===== src/rtl/routermerge_pkg.sv =====
// Shared types and constants for the router merge and its select-token arbiter.
package routermerge_pkg;

  localparam int FLIT_W       = 11;
  localparam int NUM_MERGE_IN = 5;

  typedef enum logic [1:0] {
    FLIT_BODY   = 2'b00,
    FLIT_HEAD   = 2'b01,
    FLIT_TAIL   = 2'b10,
    FLIT_SINGLE = 2'b11
  } flit_type_t;

  typedef enum logic [1:0] {
    IDLE,
    ISSUE,
    WAIT
  } arb_state_t;

endpackage


===== src/rtl/rr_priority_pick.sv =====
// Combinational round-robin pick: first set bit of req at or after ptr, wrapping modulo NUM_IN.
module rr_priority_pick #(
  parameter int NUM_IN = 5,
  parameter int SEL_W  = 3
) (
  input  logic [NUM_IN-1:0] req,
  input  logic [SEL_W-1:0]  ptr,
  output logic              found,
  output logic [SEL_W-1:0]  idx
);

  int cand;

  // ptr is always kept below NUM_IN by its owner, so one subtraction suffices to wrap
  always_comb begin
    found = 1'b0;
    idx   = '0;
    cand  = 0;
    for (int k = 0; k < NUM_IN; k++) begin
      cand = int'(ptr) + k;
      if (cand >= NUM_IN) cand = cand - NUM_IN;
      if (!found && req[cand]) begin
        found = 1'b1;
        idx   = SEL_W'(cand);
      end
    end
  end

endmodule


===== src/rtl/routermerge_arbiter.sv =====
// Round-robin packet arbiter producing the select-token stream for the 5-input router merge.
// Define ROUTERMERGE_ARB_WATCHDOG_EN to add the stalled-lock watchdog and sticky err_timeout.
module routermerge_arbiter
  import routermerge_pkg::*;
#(
  parameter int NUM_IN  = NUM_MERGE_IN,
  parameter int SEL_W   = 3,
  parameter int TIMEOUT = 64
) (
  input  logic                CLK,
  input  logic                RESET,
  input  logic [NUM_IN-1:0]   req_valid,
  input  logic [2*NUM_IN-1:0] req_type,
  output logic                ctrl_valid,
  input  logic                ctrl_ready,
  output logic [SEL_W-1:0]    ctrl_sel,
  output logic [NUM_IN-1:0]   pop,
  output logic                busy,
  output logic [SEL_W-1:0]    lock_id,
  output logic                err_timeout
);

  if ((1 << SEL_W) < NUM_IN || NUM_IN < 1 || TIMEOUT < 1) begin : g_bad_cfg
    $error("routermerge_arbiter: invalid NUM_IN/SEL_W/TIMEOUT combination");
  end

  arb_state_t       state_q, state_d;
  logic [SEL_W-1:0] rr_q, rr_d, sel_q, sel_d, lock_q, lock_d;
  logic             busy_q, busy_d, last_q, last_d;
  logic [NUM_IN-1:0] head_mask;
  logic             pick_found, handshake, wd_expire;
  logic [SEL_W-1:0] pick_idx;
  flit_type_t       pick_type, lock_type;

  function automatic logic [SEL_W-1:0] next_idx(input logic [SEL_W-1:0] i);
    return (int'(i) == NUM_IN - 1) ? '0 : i + 1'b1;
  endfunction

  // Only head or single flits may open a packet; bit 0 of the type marks both
  always_comb begin
    head_mask = '0;
    for (int i = 0; i < NUM_IN; i++) head_mask[i] = req_valid[i] & req_type[2*i];
  end

  rr_priority_pick #(.NUM_IN(NUM_IN), .SEL_W(SEL_W)) u_pick (
    .req   (head_mask),
    .ptr   (rr_q),
    .found (pick_found),
    .idx   (pick_idx)
  );

  assign pick_type  = flit_type_t'(req_type[2*pick_idx +: 2]);
  assign lock_type  = flit_type_t'(req_type[2*lock_q +: 2]);
  assign ctrl_valid = (state_q == ISSUE);
  assign ctrl_sel   = sel_q;
  assign busy       = busy_q;
  assign lock_id    = lock_q;
  assign handshake  = ctrl_valid & ctrl_ready;

  always_comb begin
    pop = '0;
    for (int i = 0; i < NUM_IN; i++) pop[i] = handshake && (sel_q == SEL_W'(i));
  end

`ifdef ROUTERMERGE_ARB_WATCHDOG_EN
  localparam int WD_W = $clog2(TIMEOUT + 1);
  logic [WD_W-1:0] wd_cnt;
  logic            err_q;

  // Counts cycles a token or a locked packet goes without progress
  always_ff @(posedge CLK or posedge RESET) begin
    if (RESET) begin
      wd_cnt <= '0;
      err_q  <= 1'b0;
    end else begin
      if (state_q == IDLE || handshake || wd_expire) wd_cnt <= '0;
      else wd_cnt <= wd_cnt + 1'b1;
      if (wd_expire) err_q <= 1'b1;
    end
  end

  assign wd_expire   = (state_q != IDLE) && !handshake && (wd_cnt == WD_W'(TIMEOUT - 1));
  assign err_timeout = err_q;
`else
  assign wd_expire   = 1'b0;
  assign err_timeout = 1'b0;
`endif

  // last_q marks that the token on offer closes its packet (tail or single)
  always_comb begin
    state_d = state_q;
    rr_d    = rr_q;
    sel_d   = sel_q;
    lock_d  = lock_q;
    busy_d  = busy_q;
    last_d  = last_q;
    case (state_q)
      IDLE: begin
        if (pick_found) begin
          state_d = ISSUE;
          sel_d   = pick_idx;
          if (pick_type == FLIT_SINGLE) begin
            last_d = 1'b1;
            busy_d = 1'b0;
            lock_d = '0;
          end else begin
            last_d = 1'b0;
            busy_d = 1'b1;
            lock_d = pick_idx;
          end
        end
      end
      ISSUE: begin
        if (ctrl_ready) begin
          if (last_q) begin
            state_d = IDLE;
            busy_d  = 1'b0;
            lock_d  = '0;
            rr_d    = next_idx(sel_q);
          end else begin
            state_d = WAIT;
          end
        end
      end
      WAIT: begin
        // A stray head/single on the locked input is carried as body
        if (req_valid[lock_q]) begin
          state_d = ISSUE;
          last_d  = (lock_type == FLIT_TAIL);
        end
      end
      default: state_d = IDLE;
    endcase
    if (wd_expire) begin
      state_d = IDLE;
      busy_d  = 1'b0;
      lock_d  = '0;
      rr_d    = next_idx(sel_q);
    end
  end

  always_ff @(posedge CLK or posedge RESET) begin
    if (RESET) begin
      state_q <= IDLE;
      rr_q    <= '0;
      sel_q   <= '0;
      lock_q  <= '0;
      busy_q  <= 1'b0;
      last_q  <= 1'b0;
    end else begin
      state_q <= state_d;
      rr_q    <= rr_d;
      sel_q   <= sel_d;
      lock_q  <= lock_d;
      busy_q  <= busy_d;
      last_q  <= last_d;
    end
  end

endmodule


===== config.mk =====
export PLATFORM = sky130hd
export DESIGN_NAME = routermerge_arbiter
export DESIGN_NICKNAME = d
export VERILOG_FILES = /design/src/rtl/routermerge_pkg.sv /design/src/rtl/rr_priority_pick.sv /design/src/rtl/routermerge_arbiter.sv
export SDC_FILE = /design/constraint.sdc
export NUM_CORES = 1
export LEC_CHECK = 0
export BUFFER_PORTS_ARGS = -buffer_cell sky130_fd_sc_hd__buf_2
export CAP_MARGIN = 20
export CORE_MARGIN = 1
export CORE_UTILIZATION = 55
export CTS_CLUSTER_DIAMETER = 80
export DETAILED_ROUTE_END_ITERATION = 16
export PLACE_DENSITY = 0.77
export SYNTH_ARGS = -nofsm -noshare
export SYNTH_HDL_FRONTEND = slang
export SYNTH_SLANG_ARGS = --single-unit

===== constraint.sdc =====
create_clock -name CLK -period 5.25 [get_ports CLK]
set_input_delay 1.05 -clock CLK [delete_from_list [all_inputs] [get_ports CLK]]
set_output_delay 1.05 -clock CLK [all_outputs]
set_load 0.03 [all_outputs]

==> results of run 1 <==
[routing by layer]
layer | global-route usage | vias up
met1 | 0.403 | 1074
met2 | 0.490 | 134
met3 | 0.0208 | 18
met4 | 0.0951 | 0
li1 | - | 1098
met5 | 0 | -
[worst max-delay path, delay by kind of cell, from the launching register on]
kind	cells	cell delay, ps
AOI/OAI and AO/OA	4	1180
adders and majority gates	2	690
buffers and inverters	1	230
DFF	1	640
muxes	2	840
and+or+nand+nor	2	470
[sequential cells by signal (all words and copies together), names as in the netlist]
| signal | cells |
|---|---|
| lock_id | 3 |
| busy | 1 |
| last_q | 1 |
| rr_q | 3 |
| state_q | 2 |
| ctrl_sel | 3 |
[final cells by class]
type | instances | area [sq um]
clock buffer | 4 | 45.0
sequential | 13 | 325
tap | 48 | 60.1
inverter | 19 | 71.3
multi-input combinational | 234 | 1760
fill | 343 | 1350
timing repair buffer | 31 | 158
[through the flow]
stage,cell area [sq um],setup WS [ps],instances
floorplan,2210,1610,276
global placement,2370,1170,345
detailed placement,2370,1110,345
CTS,2420,1110,349
global route,2420,882,349
finish,2420,1070,349
[worst paths after layout]
path                                      endpoint  slack (ps)                start
max                               busy$_DFFE_PP0P_        1070  rr_q[1]$_DFFE_PP0P_
min                               busy$_DFFE_PP0P_         500     busy$_DFFE_PP0P_
max reg2reg                       busy$_DFFE_PP0P_        1070  rr_q[1]$_DFFE_PP0P_
min reg2reg                       busy$_DFFE_PP0P_         500     busy$_DFFE_PP0P_
max in group asynchronous  ctrl_sel[0]$_DFFE_PP0P_        4090                RESET
min in group asynchronous  ctrl_sel[1]$_DFFE_PP0P_         830                RESET
[logic make-up after synthesis]
logic type               after synthesis
adder cells (fa/ha/maj)               15
XOR/XNOR                               7
flip-flops                            13
buffers and inverters                 29
other                                  1
AND/OR/NAND/NOR                      110
AO/OA/AOI/OAI                         81
multiplexers                          20
[cells in the final DEF (no fill, tap or decap), types with 4 or more instances in the layout]
master / count
buf_2: 30
nand2_1: 29
nor2_1: 17
inv_1: 17
ha_1: 14
mux2i_1: 13
dfrtp_1: 13
nand3_1: 11
a21oi_1: 9
o21ai_0: 9
and2_1: 9
nor2b_1: 5
a211oi_1: 5
mux2_2: 5
o31ai_1: 4
a31oi_1: 4
xnor2_1: 4
nor4_1: 4
nand4_1: 4
and3_1: 4
==> flow_summary.json, run 1 <==
{
  "synthArstFlopShare": 1.00,
  "ys_seq_area_frac": 0.147,
  "min_path_cells": 1,
  "grt_start_max_net_pins": 31,
  "post_synth.cell_area_avg_sq_um": 8.01,
  "synth_simple_gate_area_frac": 0.274,
  "synthCells": 276,
  "gp_congestion": 0.910,
  "cts_buffer_depth": 2,
  "yosys.area.top_type_share": 0.147,
  "drc": 0,
  "cts_tree": "yes",
  "synth-seq-cells": 13,
  "wl_met1_microns": 2530,
  "reg2reg_depth": 11,
  "status": "complete, no violations",
  "core_sq_mm": 0.00377,
  "synthTopCellsByArea": "dfrtp_1, ha_1, mux2i_1, nand2_1, inv_1",
  "setup-violations-final": 0,
  "top_layer_used": "met4",
  "fmax_mhz": 239,
  "worst_slew_pin_slew_ps": 670,
  "ys_types": 79,
  "overflow": 0,
  "min_period_ps": 4180,
  "post-synth-top-count-cell": "nand2_1",
  "initial_core_util": 0.587,
  "grt_pass1_wl_microns": 9800,
  "synth_flop_cell": "dfrtp_1",
  "clock-root-buffer": "clkbuf_8",
  "cts_setup_buffers": 0,
  "wl_microns": 5950,
  "cts.repair.resized": 0,
  "drv_cap": 0,
  "synth_top_family_by_area": "compound AO/OA/AOI/OAI gates",
  "clk_latency_ps": 240,
  "tns_ps": 0,
  "area_growth_pct": 9.28,
  "synthAdderAreaFrac": 0.0882,
  "synthesis.area_sq_mm": 0.00221,
  "synth_xor_area_frac": 0.0277,
  "n_antenna_cell": 0,
  "vias_per_cell": 6.66,
  "crit_path_frequent_cell": "ha_1",
  "placementRows": 22,
  "synthMuxAreaShare": 0.0995,
  "final.period_utilization": 0.796,
  "critPathLaunchType": "flop",
  "drv_slew": 0,
  "drtIter0Drc": 298,
  "antenna_left": 0,
  "synth_nets": 309,
  "die_w_microns": 65.4,
  "antenna_found_initial": 0,
  "route.vias.total": 2324,
  "yosysWarnings": 0,
  "fin_skew_ps": 3.70,
  "crit_chain": "inv_1 > ha_1 > ha_1 > a21oi_1 > mux2i_1 > mux2_2 > nor4_4 > nand3_2 > o221a_1 > a211o_1 > a32o_1",
  "synth_edf_count": 0,
  "hold_class": "reg2reg",
  "synthTopCellsByCount": "nand2_1, inv_1, nor2_1",
  "ios": 32,
  "holdWs_ps": 502,
  "route.met2.wl_microns": 2810,
  "chipHeight_microns": 65.4,
  "grt_use_total": 0.295,
  "cts_buffers": 3,
  "rsz0062_at_grt": "false",
  "path_clk_slew_ps": 50,
  "grt_pass1_vias": 2066,
  "synth_compound_area_frac": 0.303,
  "cp-end-kind": "flop",
  "dr.pass1.iters": 5,
  "synth_top_cell_by_area": "dfrtp_1",
  "required_ps": 5380,
  "ctsHoldBuffers": 0,
  "htreeDepth": 1,
  "portBuffers": 30,
  "crit_slowest_cell": "dfrtp_1",
  "report.final.hold_viol_count": 0,
  "post-route-util": 0.641,
  "critPathKind": "reg2reg",
  "crit_fanout": 13,
  "dieArea_sq_mm": 0.00428,
  "cp_data_arrival_time_ps": 4300,
  "layout-drive-gt1-share": 0.193,
  "wire_per_inst_microns": 17.0,
  "cts.sinks": 13,
  "dp_hpwl_microns": 4710,
  "finalNetCount": 335,
  "timing.slew.headroom": 0.554,
  "cp_slowest_stage_delay_ps": 640,
  "wl_met3_microns": 467
}
Power of run 1 is left out: the tool's default activity adds up to more than one toggle a clock period on the data nets, which glitch-free logic cannot reach.
==> inputs of run 2 (changes only) <==
--- a/config.mk
+++ b/config.mk
@@ -8,10 +8,10 @@
 export BUFFER_PORTS_ARGS = -buffer_cell sky130_fd_sc_hd__buf_2
 export CAP_MARGIN = 20
 export CORE_MARGIN = 1
-export CORE_UTILIZATION = 55
+export CORE_UTILIZATION = 53
 export CTS_CLUSTER_DIAMETER = 80
 export DETAILED_ROUTE_END_ITERATION = 16
-export PLACE_DENSITY = 0.77
+export PLACE_DENSITY = 0.78
 export SYNTH_ARGS = -nofsm -noshare
 export SYNTH_HDL_FRONTEND = slang
 export SYNTH_SLANG_ARGS = --single-unit
==> constraint.sdc (replaced) <==
create_clock -name CLK -period 3.5 [get_ports CLK]
set_input_delay 0.7 -clock CLK [delete_from_list [all_inputs] [get_ports CLK]]
set_output_delay 0.7 -clock CLK [all_outputs]
set_load 0.03 [all_outputs]
==> flow_summary.json, run 2 (synthesis results as in run 1) <==
{
  "status": "complete, no violations",
  "overflow": 0,
  "n_antenna_cell": 0,
  "gp_congestion": 0.963,
  "drc": 0,
  "path_clk_slew_ps": 50,
  "grt_pass1_vias": 2039,
  "cts_buffer_depth": 2,
  "ff2ff_setup_slack_ps": 80,
  "vias_per_cell": 6.58,
  "layout-drive-gt1-share": 0.301,
  "reg2reg_from": "rr_q[1]$_DFFE_PP0P_",
  "fmax_mhz": 292,
  "clk_latency_ps": 240,
  "clock-root-buffer": "clkbuf_8",
  "ios": 32,
  "cp-end-kind": "flop",
  "htreeDepth": 1,
  "mostFrequentLayoutCells": "buf_2, nand2_1, buf_4, inv_1, nor2_1",
  "die_w_microns": 66.6,
  "grt_pass1_wl_microns": 9790,
  "dp_hpwl_microns": 5050,
  "wire_per_inst_microns": 17.5,
  "reg2reg_depth": 15,
  "worst_slack_ps": 79.1,
  "route.vias.total": 2447,
  "setup-violations-final": 0,
  "timing.slew.headroom": 0.658,
  "tns_ps": 0,
  "worst_slew_pin_slew_ps": 513,
  "report.final.hold_viol_count": 0,
  "chipHeight_microns": 66.6,
  "crit_fanout": 6,
  "initial_core_util": 0.553,
  "fin_skew_ps": 2.60,
  "crit-reg2reg-capture": "last_q$_DFFE_PP0P_",
  "ctsHoldBuffers": 0,
  "area_growth_pct": 22.9,
  "hold_class": "in2async",
  "final_common_cell": "buf_2",
  "cts_buffers": 3,
  "wl_microns": 6520,
  "core_sq_mm": 0.00400,
  "dr.pass1.iters": 5,
  "drv_slew": 0,
  "finalNetCount": 356,
  "placementRows": 23,
  "drtIter0Drc": 331,
  "grt_use_total": 0.291,
  "grt_start_max_net_pins": 20,
  "antenna_left": 0,
  "cp_data_arrival_time_ps": 3520,
  "required_ps": 3600,
  "critPathKind": "reg2reg",
  "cts_tree": "yes",
  "cts.sinks": 13,
  "dieArea_sq_mm": 0.00444,
  "antenna_found_initial": 0,
  "dp_slack_ps": 15.5,
  "min_period_ps": 3420,
  "portBuffers": 30,
  "critPathLaunchType": "flop",
  "final.period_utilization": 0.977,
  "drv_cap": 0
}
run 2: changes by cell type in the layout (fill, tap and decap cells not counted), sizes merged:
cell and change:
buf +21
run 2: worst max-delay path by stage:
stage,endpoint,from,slack (ps),depth (start not counted)
global placement,busy$_DFFE_PP0P_,rr_q[1]$_DFFE_PP0P_,110,11
finish,last_q$_DFFE_PP0P_,rr_q[1]$_DFFE_PP0P_,80,15
detailed placement,busy$_DFFE_PP0P_,rr_q[1]$_DFFE_PP0P_,20,13
global route,last_q$_DFFE_PP0P_,rr_q[1]$_DFFE_PP0P_,-30,15
CTS,busy$_DFFE_PP0P_,rr_q[1]$_DFFE_PP0P_,10,11
floorplan,busy$_DFFE_PP0P_,rr_q[0]$_DFFE_PP0P_,3,13
run 2: cell type report:
| cell class | instances | area [sq um] |
|---|---|---|
| Timing Repair Buffer | 52 | 323 |
| Clock buffer | 4 | 45.0 |
| Inverter | 19 | 73.8 |
| Fill cell | 340 | 1280 |
| Tap cell | 50 | 62.6 |
| Multi-Input combinational cell | 234 | 1890 |
| Sequential cell | 13 | 328 |
run 2: repair_timing:
action | in CTS | in global routing
gates resized for setup | 1 | 23
pin swaps | 0 | 10
setup endpoints to repair | 1 | 5
buffers inserted | 0 | 4
run 2: per-stage QoR:
stage | std cells | area [sq um] | hold slack (ps) | util
after CTS | 369 | 2580 | 496 | 0.646
after global routing | 372 | 2720 | 526 | 0.679
after detailed placement | 365 | 2530 | 486 | 0.633
after floorplan | 276 | 2240 | 563 | -
after global placement | 365 | 2530 | 482 | 0.633
final | 372 | 2720 | 491 | 0.679
run 2: critical path, cell delays in order, from the launching register on:
cell and delay [ps]:
dfrtp_2 450, inv_2 90, ha_4 130, inv_1 50, ha_1 240, or2_1 290
a311oi_2 260, a31oi_1 110, o211ai_1 420, nor4_4 80, buf_4 180, buf_4 150
and2_1 170, or3_1 350, a41oi_2 200, a31oi_1 120
run 2: layer usage:
metal / vias to the layer above / global-route usage / wire length (microns)
met5: - / 0 / 0
met4: 0 / 0.0771 / 63
met3: 12 / 0.0188 / 462
met2: 137 / 0.485 / 3110
met1: 1163 / 0.400 / 2890
li1: 1135 / - / -
Power of run 2 is left out for the same reason.
==> inputs of run 3 (changes only) <==
--- a/config.mk
+++ b/config.mk
@@ -7,9 +7,10 @@
 export LEC_CHECK = 0
 export BUFFER_PORTS_ARGS = -buffer_cell sky130_fd_sc_hd__buf_2
 export CAP_MARGIN = 20
+export CORE_ASPECT_RATIO = 1.5
 export CORE_MARGIN = 1
 export CORE_UTILIZATION = 53
-export CTS_CLUSTER_DIAMETER = 80
+export CTS_CLUSTER_DIAMETER = 30
 export DETAILED_ROUTE_END_ITERATION = 16
 export PLACE_DENSITY = 0.78
 export SYNTH_ARGS = -nofsm -noshare
==> flow_summary.json, run 3 (synthesis results as in run 1) <==
{
  "status": "complete, no violations",
  "cp-end-kind": "flop",
  "crit_family": "simple AND/OR/NAND/NOR gates",
  "drv_slew": 0,
  "wire_per_inst_microns": 19.6,
  "dp_hpwl_microns": 5530,
  "dr.pass1.iters": 5,
  "crit_chain": "buf_4 > buf_4 > fa_2 > nor2b_4 > nand3_2 > a32o_2 > a41o_4 > nor4_4 > nand4_1 > and2_4 > a211o_1 > a32o_1",
  "cp_slowest_stage_delay_ps": 450,
  "area_growth_pct": 29.2,
  "dieArea_sq_mm": 0.00444,
  "cts_buffers": 3,
  "ctsHoldBuffers": 0,
  "gp_congestion": 0.951,
  "critPathKind": "reg2reg",
  "holdWs_ps": 475,
  "drv_cap": 0,
  "worst_slack_ps": 57.6,
  "wl_microns": 7540,
  "path_clk_slew_ps": 60,
  "fin_skew_ps": 0.742,
  "required_ps": 3630,
  "cp_num_buf_inv": 2,
  "clk_latency_ps": 240,
  "timing.slew.headroom": 0.590,
  "finalNetCount": 373,
  "hold_class": "in2async",
  "cts_tree": "yes",
  "cts.sinks": 13,
  "htreeDepth": 1,
  "dp_cells": 365,
  "antenna_found_initial": 0,
  "drtIter0Drc": 117,
  "placementRows": 28,
  "clock-root-buffer": "clkbuf_8",
  "final_cells": 384,
  "cp_data_arrival_time_ps": 3570,
  "critPathLaunchType": "flop",
  "grt_start_max_net_pins": 23,
  "final_common_cell": "buf_4",
  "core_sq_mm": 0.00396,
  "grt_pass1_wl_microns": 11100,
  "portBuffers": 30,
  "initial_core_util": 0.559,
  "dp_slack_ps": 73.7,
  "drc": 0,
  "min_period_ps": 3440,
  "grt_pass1_vias": 2417,
  "ios": 32,
  "fmax_mhz": 290,
  "layout-drive-gt1-share": 0.366,
  "report.final.hold_viol_count": 0,
  "vias_per_cell": 6.70,
  "antenna_left": 0,
  "final.period_utilization": 0.984,
  "crit_fanout": 5,
  "grt_use_total": 0.340,
  "num-fill-cells": 309,
  "post-route-util": 0.722,
  "chipHeight_microns": 81.1,
  "cts_buffer_depth": 2,
  "crit_path_frequent_cell": "buf_4",
  "n_antenna_cell": 0,
  "overflow": 0,
  "route.vias.total": 2574,
  "mostFrequentLayoutCells": "buf_4, buf_2, nand2_1, nor2_1, inv_1",
  "crit_slowest_cell": "dfrtp_2",
  "die_w_microns": 54.8,
  "worst_slew_pin_slew_ps": 609,
  "setup-violations-final": 0
}
[run 3: changes by cell type in the layout (fill, tap and decap cells not counted), sizes merged]
cell    before  now
buf         52   69
clkbuf       4    3
clkinv       0    1
[run 3: what timing repair did]
item,4_1_cts,5_1_grt
endpoints found under the setup margin,0,4
setup buffers,0,15
resized for setup,0,30
[run 3: through the flow]
step	area [sq um]	TNS, ps
final	2860	0
after global routing	2860	-78.5
after CTS	2610	0
after detailed placement	2560	0
after global placement	2560	0
after floorplan	2240	0
[run 3: final cells by class]
cell class / count / area [sq um] / share of cell area
inverter: 19 / 73.8 / 0.0258
clock inverter: 1 / 5.00 / 0.00175
clock buffer: 3 / 41.3 / 0.0144
multi-input combinational: 234 / 1900 / 0.666
sequential: 13 / 328 / 0.115
tap: 45 / 56.3 / 0.0197
timing repair buffer: 69 / 450 / 0.158
[run 3: layer usage]
metal,share of wire,routed length (microns),vias to the layer above,track usage
met5,0,0,-,0
met3,0.067,506,61,0.0337
met1,0.36,2690,1199,0.382
met2,0.50,3760,139,0.578
li1,-,-,1175,-
met4,0.076,575,0,0.223
[run 3: final timing paths]
path / start / end / slack, ps / depth (start not counted)
setup reg to reg: rr_q[1]$_DFFE_PP0P_ / busy$_DFFE_PP0P_ / 60 / 12
min in group CLK: ctrl_sel[0]$_DFFE_PP0P_ / rr_q[0]$_DFFE_PP0P_ / 550 / 1
max in group asynchronous: RESET / rr_q[1]$_DFFE_PP0P_ / 2670 / 2
hold / removal: RESET / ctrl_sel[0]$_DFFE_PP0P_ / 470 / 2
setup / recovery: rr_q[1]$_DFFE_PP0P_ / busy$_DFFE_PP0P_ / 60 / 12
hold reg to reg: ctrl_sel[0]$_DFFE_PP0P_ / rr_q[0]$_DFFE_PP0P_ / 550 / 1
Power of run 3 is left out for the same reason.
